$ cat src/rtl/id_ex_stage.sv
// ID/EX stage: immediate generation, write-back bypass, load-use detect, E register.
// Latency: 1 cycle D->E; LoadStallD is combinational from E state and D inputs.
// Backpressure: LoadStallD holds upstream for one cycle while a bubble enters E; FlushE kills the entry.
module id_ex_stage #(
    parameter int DATA_WIDTH     = 32,
    parameter int REG_ADDR_WIDTH = 5
) (
    input  logic                      clk,
    input  logic                      rst,
    input  logic [31:0]               InstrD,
    input  logic [DATA_WIDTH-1:0]     PCD,
    input  logic [DATA_WIDTH-1:0]     PCPlus4D,
    input  logic                      ValidD,
    input  logic [DATA_WIDTH-1:0]     RD1D,
    input  logic [DATA_WIDTH-1:0]     RD2D,
    input  logic                      RegWriteW,
    input  logic [REG_ADDR_WIDTH-1:0] RdW,
    input  logic [DATA_WIDTH-1:0]     ResultW,
    input  logic                      FlushE,
    output logic                      LoadStallD,
    output logic                      ValidE,
    output logic [DATA_WIDTH-1:0]     RD1E,
    output logic [DATA_WIDTH-1:0]     RD2E,
    output logic [DATA_WIDTH-1:0]     ImmExtE,
    output logic [REG_ADDR_WIDTH-1:0] Rs1E,
    output logic [REG_ADDR_WIDTH-1:0] Rs2E,
    output logic [REG_ADDR_WIDTH-1:0] RdE,
    output logic [DATA_WIDTH-1:0]     PCE,
    output logic [DATA_WIDTH-1:0]     PCPlus4E,
    output logic [6:0]                OpcodeE,
    output logic [2:0]                Funct3E,
    output logic                      Funct7b5E
);

    localparam logic [6:0] OP_LOAD   = 7'b0000011;
    localparam logic [6:0] OP_OPIMM  = 7'b0010011;
    localparam logic [6:0] OP_JALR   = 7'b1100111;
    localparam logic [6:0] OP_STORE  = 7'b0100011;
    localparam logic [6:0] OP_BRANCH = 7'b1100011;
    localparam logic [6:0] OP_LUI    = 7'b0110111;
    localparam logic [6:0] OP_AUIPC  = 7'b0010111;
    localparam logic [6:0] OP_JAL    = 7'b1101111;

    typedef struct packed {
        logic                      valid;
        logic [DATA_WIDTH-1:0]     rd1;
        logic [DATA_WIDTH-1:0]     rd2;
        logic [DATA_WIDTH-1:0]     imm;
        logic [REG_ADDR_WIDTH-1:0] rs1;
        logic [REG_ADDR_WIDTH-1:0] rs2;
        logic [REG_ADDR_WIDTH-1:0] rd;
        logic [DATA_WIDTH-1:0]     pc;
        logic [DATA_WIDTH-1:0]     pcp4;
        logic [6:0]                opcode;
        logic [2:0]                funct3;
        logic                      funct7b5;
    } ex_t;

    ex_t e_q, e_nxt;

    logic [REG_ADDR_WIDTH-1:0] rs1_d, rs2_d, rd_d;
    logic [6:0]                op_d;
    logic [31:0]               imm_d;
    logic [DATA_WIDTH-1:0]     src1_d, src2_d;

    assign rs1_d = InstrD[19:15];
    assign rs2_d = InstrD[24:20];
    assign rd_d  = InstrD[11:7];
    assign op_d  = InstrD[6:0];

    always_comb begin
        imm_d = '0;
        case (op_d)
            OP_LOAD, OP_OPIMM, OP_JALR: imm_d = {{20{InstrD[31]}}, InstrD[31:20]};
            OP_STORE:                   imm_d = {{20{InstrD[31]}}, InstrD[31:25], InstrD[11:7]};
            OP_BRANCH:                  imm_d = {{19{InstrD[31]}}, InstrD[31], InstrD[7],
                                                 InstrD[30:25], InstrD[11:8], 1'b0};
            OP_LUI, OP_AUIPC:           imm_d = {InstrD[31:12], 12'b0};
            OP_JAL:                     imm_d = {{11{InstrD[31]}}, InstrD[31], InstrD[19:12],
                                                 InstrD[20], InstrD[30:21], 1'b0};
            default:                    imm_d = '0;
        endcase
    end

    // Register-file writes land at the edge, so forward the W result into this cycle's read.
    assign src1_d = (RegWriteW && RdW != '0 && RdW == rs1_d) ? ResultW : RD1D;
    assign src2_d = (RegWriteW && RdW != '0 && RdW == rs2_d) ? ResultW : RD2D;

    // rs2 is compared even for formats without rs2: conservative, never misses a hazard.
    assign LoadStallD = e_q.valid && ValidD && (e_q.opcode == OP_LOAD) && (e_q.rd != '0) &&
                        ((e_q.rd == rs1_d) || (e_q.rd == rs2_d));

    always_comb begin
        e_nxt = '0;
        if (!FlushE && !LoadStallD) begin
            e_nxt.valid    = ValidD;
            e_nxt.rd1      = src1_d;
            e_nxt.rd2      = src2_d;
            e_nxt.imm      = imm_d;
            e_nxt.rs1      = rs1_d;
            e_nxt.rs2      = rs2_d;
            e_nxt.rd       = ValidD ? rd_d : '0;
            e_nxt.pc       = PCD;
            e_nxt.pcp4     = PCPlus4D;
            e_nxt.opcode   = op_d;
            e_nxt.funct3   = InstrD[14:12];
            e_nxt.funct7b5 = InstrD[30];
        end
    end

    always_ff @(posedge clk or negedge rst) begin
        if (!rst) e_q <= '0;
        else      e_q <= e_nxt;
    end

    assign ValidE    = e_q.valid;
    assign RD1E      = e_q.rd1;
    assign RD2E      = e_q.rd2;
    assign ImmExtE   = e_q.imm;
    assign Rs1E      = e_q.rs1;
    assign Rs2E      = e_q.rs2;
    assign RdE       = e_q.rd;
    assign PCE       = e_q.pc;
    assign PCPlus4E  = e_q.pcp4;
    assign OpcodeE   = e_q.opcode;
    assign Funct3E   = e_q.funct3;
    assign Funct7b5E = e_q.funct7b5;

endmodule

$ cat config.mk
export PLATFORM = sky130hd
export DESIGN_NAME = id_ex_stage
export DESIGN_NICKNAME = d
export VERILOG_FILES = /design/src/rtl/id_ex_stage.sv
export SDC_FILE = /design/constraint.sdc
export NUM_CORES = 1
export LEC_CHECK = 0
export BUFFER_PORTS_ARGS = -buffer_cell sky130_fd_sc_hd__buf_2
export CORE_AREA = 2 2 149 151
export CTS_CLUSTER_DIAMETER = 200
export DETAILED_ROUTE_END_ITERATION = 16
export DIE_AREA = 0 0 151 153
export GPL_ROUTABILITY_DRIVEN = 0
export MAX_ROUTING_LAYER = met4
export PLACE_DENSITY = 0.6
export SYNTH_ARGS = -nofsm -noshare
export SYNTH_HDL_FRONTEND = slang
export SYNTH_SLANG_ARGS = --single-unit
$ cat constraint.sdc
create_clock -name clk -period 3 [get_ports clk]
set_input_delay 0.15 -clock clk [delete_from_list [all_inputs] [get_ports clk]]
set_output_delay 0.15 -clock clk [all_outputs]
set_load 0.1 [all_outputs]
## After elaboration in Yosys (flattened, before gate mapping)

Cells that the tools add are included.

- Multiplexer cells: 5
- Equality and inequality tests: 13
- Reductions and logical operators: 15

Operators with widths:

| operator | count |
|---|---|
| $mux W187 | 1 |
| $pmux W32 S5 | 1 |
| $mux W32 | 2 |
| $eq A7 B7 Y1 const B | 3 |
| $eq A5 B5 Y1 | 4 |
| $eq A7 B2 Y1 const B | 2 |
| $eq A7 B5 Y1 const B | 2 |
| $eq A7 B6 Y1 const B | 2 |
| $reduce_bool A5 Y1 | 2 |
| $logic_and A1 B1 Y1 | 8 |
| $mux W5 | 1 |
| $reduce_or A3 Y1 | 1 |
| $logic_not A1 Y1 | 2 |
| $reduce_or A2 Y1 | 1 |
| $logic_or A1 B1 Y1 | 1 |

- Output and inout port bits: 188
- Flip-flop bits (word level): 187
- Bits of input ports: 202
- Word-level logic and storage cells: 45

## Logic depth before layout (Yosys ltp)

- Depth in word-level cells: 7
- Depth in mapped cells: 7
- Mapped depth without buffers: 5

## Worst setup path after synthesis

OpenSTA, ideal clock, no wires.

- Path kind: reg2reg
- Start point: register e_q (netlist bit RdE[1])
- End point: register e_q (netlist bit Rs1E[0])
- Setup slack: 641 ps
- Library setup time: 120 ps
- Arrival: 2,239 ps
- Cell stages (with the launch flop): 8
- Buffers on the path: 2
- Data required time: 2,880 ps
- Period minus slack after synthesis: 2,359 ps
- Path through: dfrtp_1 > or4_1 > nor2_2 > nor4_2 > a21oi_2 > buf_6 > buf_6 > and2_2

RTL lines:

| what | RTL line | source |
|---|---|---|
| from (decl) | 59 | `ex_t e_q, e_nxt;` |
| from (signal assigned) | 113 | `else e_q <= e_nxt;` |

## Worst setup path after layout

- Start point: register e_q (netlist bit OpcodeE[2])
- End point: output LoadStallD

- Cells in the longest elaborated chain, start to end: 4

RTL lines:

| what | RTL line | source |
|---|---|---|
| $eq A7 B2 Y1 | 90 | `assign LoadStallD = e_q.valid && ValidD && (e_q.opcode == OP_LOAD) && (e_q.rd != '0) &&` |
| $logic_and A1 B1 Y1 (3 in series) | 90 |  |
| to (decl) | 20 | `output logic LoadStallD,` |

Every way passes these cells.

==> run summary <==
Total GRT Usage - 21.8%
setup violators final - 0
clock-pin slew on the worst setup and hold paths - 0.07 ns
max cap viols - 0
share of cells above drive strength 1 - 40.4%
worst hold slack - 0.0176 ns
Worst-Margin Slew - 1.17 ns
number of fill cells - 1806
area occupied by multi-input gates - 2310 um2
Netlist cell types - 42
final net count - 1352
Slew HR - 21.9%
mux cell area share after synthesis - 9.10%
Synth area leader - dfrtp_1
Die Wd - 151 um
GR Overflow Total - 0
Layout area overhead - 68.9%
Worst Path Arrival - 2.40 ns
status - complete, no violations
CP required - 2.85 ns
DRT iter0 DRCs - 258
Routed WL - 24500 um
main combinational cell family by area after synthesis - simple AND/OR/NAND/NOR gates
fin crit period - 2.55 ns
unrepaired setup endpoints after global routing - false
syn_area_per_cell - 12.9 um2
Wirelength per Cell - 16.9 um
worst skew pair latency - 0.43 ns
Tcrit/Tclk final - 85.1%
setup TNS after final layout - 0 ns
Row Count - 54
CTS Root Cell - clkbuf_16
Slew Limit Fails - 0
adder-cell share of the synthesized area - 0%
io pins - 390
Bufs on Longest Clock Path - 2
Synth Area in Compound Gates - 3.07%
full die area - 23100 um2
Peak VDD IR - 0.334 mV
Post-CTS Setup Inserts - 0
crit end category - output port
leak pwr - 6.09 nW
XOR/XNOR Fraction of Synth Area - 2.44%
Synth Register Bits - 187
first-pass GRT wire length - 37200 um
Post-DP HPWL - 15900 um
die height - 153 um
largest net degree at the start of global routing - 90
HP Class - primary input to flop
fin area - 12100 um2
Sequential Area - 4680 um2
via/cell ratio - 4.47
CTS H-tree lvls - 4
CP cell instances - nor4_1 > nand3_1 > nor4_2 > and2_2 > buf_2
CP max-delay cell - nor4_2
critical path startpoint category - flop
Final Hold Vio Count - 0
port bufs - 389
sequential cell area fraction in the yosys report - 65.3%
Detail Route Antenna Nets - 0
Ys Warns - 0
Post-Syn Instances - 557
top cell type's share of synthesized area - 65.3%
vias in the first global route - 7097
Hold-fix buffers, CTS - 204
placed cell count - 1207
TritonCTS clock tree - built
Placed Area - 9430 um2
Clock Sinks - 187
crit path max fanout - 4
final cell count without fillers - 1446
Pwr Total - 6.69 mW
antenna violations before repair - 3
Starting Density - 33.4%
syn nets - 759
Core Box Area - 21500 um2
DP Worst Slack - 0.748 ns
synth top area cells - dfrtp_1 65%, mux2i_1 8.9%, and2_1 6.7%
TritonCTS buffer count - 17
Setup Skew - 0.00995 ns
final design utilization - 56.3%
DRC - 0
Pwr Density - 552 nW/um2
final setup margin - 0.448 ns
Crit Path Class - flop to output port
cell area after synthesis - 7170 um2
Vias - 6457
post-CTS sizing - 0
Fmax - 0.392 GHz
slowest stage delay, CP - 0.49 ns
first-pass iteration count of the detailed router - 4
post-synthesis simple-gate area fraction - 17.1%
worst paths after layout:
check / from / to / slack, ns / depth (start not counted)
min reg2reg: OpcodeE[3] / ValidE / 0.91 / 2
min: ResultW[23] / RD1E[23] / 0.02 / 3
max reg2reg: RdE[1] / PCPlus4E[15] / 0.65 / 6
max in group asynchronous: rst / RD1E[5] / 1.94 / 3
max: OpcodeE[2] / LoadStallD / 0.45 / 5
min in group asynchronous: rst / ImmExtE[24] / 0.20 / 2
routing by layer:
metal	wire, um	global-route usage (%)	vias to the layer above
met5	0	-	-
met4	684	8.68	0
met3	1530	4.84	52
met2	12700	38.6	281
met1	9550	23.4	3097
li1	-	-	3027
layout by cell type (no fill, tap or decap), types with 2 or more instances in the layout:
master / count
buf_2: 388
dlygate4sd3_1: 204
dfrtp_1: 187
and2_1: 77
nor2_1: 71
mux2i_1: 64
a21oi_1: 20
clkbuf_16: 17
xnor2_1: 16
nor3_1: 14
and2_2: 12
nor3_2: 10
buf_4: 8
and3_2: 6
nand3_1: 5
nand2_1: 5
inv_8: 5
xor2_1: 4
inv_1: 4
a22oi_1: 4
diode_2: 3
inv_6: 3
buf_12: 3
o22ai_1: 2
or4_1: 2
nor4_4: 2
or2_2: 2
bufinv_16: 2
clkinv_8: 2
clkinv_4: 2
where the power goes:
part           switching (mW)  internal [mW]  total (mW)
combinational            1.19          0.456        1.65
sequential             0.0341           2.63        2.66
clock                    1.10           1.28        2.38
total                    2.32           4.37        6.69
cells in the mapped netlist (all sizes together):
| library cell | count |
|---|---|
| o22ai | 2 |
| o21ai | 2 |
| or4 | 2 |
| o21a | 1 |
| mux2 | 1 |
| or2 | 2 |
| nand2 | 5 |
| nor2 | 72 |
| buf | 18 |
| inv | 4 |
| a21oi | 21 |
| nor4 | 4 |
| a222oi | 1 |
| xor2 | 4 |
| nand2b | 1 |
| o32ai | 1 |
| a32oi | 1 |
| nand3 | 5 |
| nor3b | 1 |
| a22oi | 4 |
| and3 | 6 |
| o21bai | 1 |
| nand4b | 1 |
| mux2i | 64 |
| nor3 | 24 |
| nor2b | 1 |
| nor4bb | 1 |
| o31a | 1 |
| nand4bb | 1 |
| clkbuf | 12 |
| and2 | 89 |
| a21o | 1 |
| dfrtp | 187 |
| xnor2 | 16 |
area by class of cell:
type                    count  area share [%]
repair buffers            604            34.0
clock buffers              17            3.51
inverters                   4           0.124
well taps                 280            2.89
multi-input cells         336            19.1
flip-flops and latches    187            38.7
diodes                      3          0.0620
clock inverters            15            1.65
critical path, delay by kind of cell, from the launching register on:
family	cells	cell delay [ns]
flops	1	0.38
buf+inv	1	0.44
simple gates	4	1.15
sequential cells by signal (all words and copies together), names as in the netlist:
name,count
RD1E,32
Funct7b5E,1
ImmExtE,32
PCE,32
Rs1E,5
ValidE,1
Funct3E,3
RD2E,32
PCPlus4E,32
Rs2E,5
RdE,5
OpcodeE,7
cells by family (layout without fill, tap and decap cells):
family,after synthesis,count (layout)
XOR/XNOR,20,20
multiplexers,65,65
AO/OA/AOI/OAI,36,36
AND/OR/NAND/NOR,215,215
buffers and inverters,34,640
other,0,3
flip-flops,187,187
(Power assumes the default switching activity.)
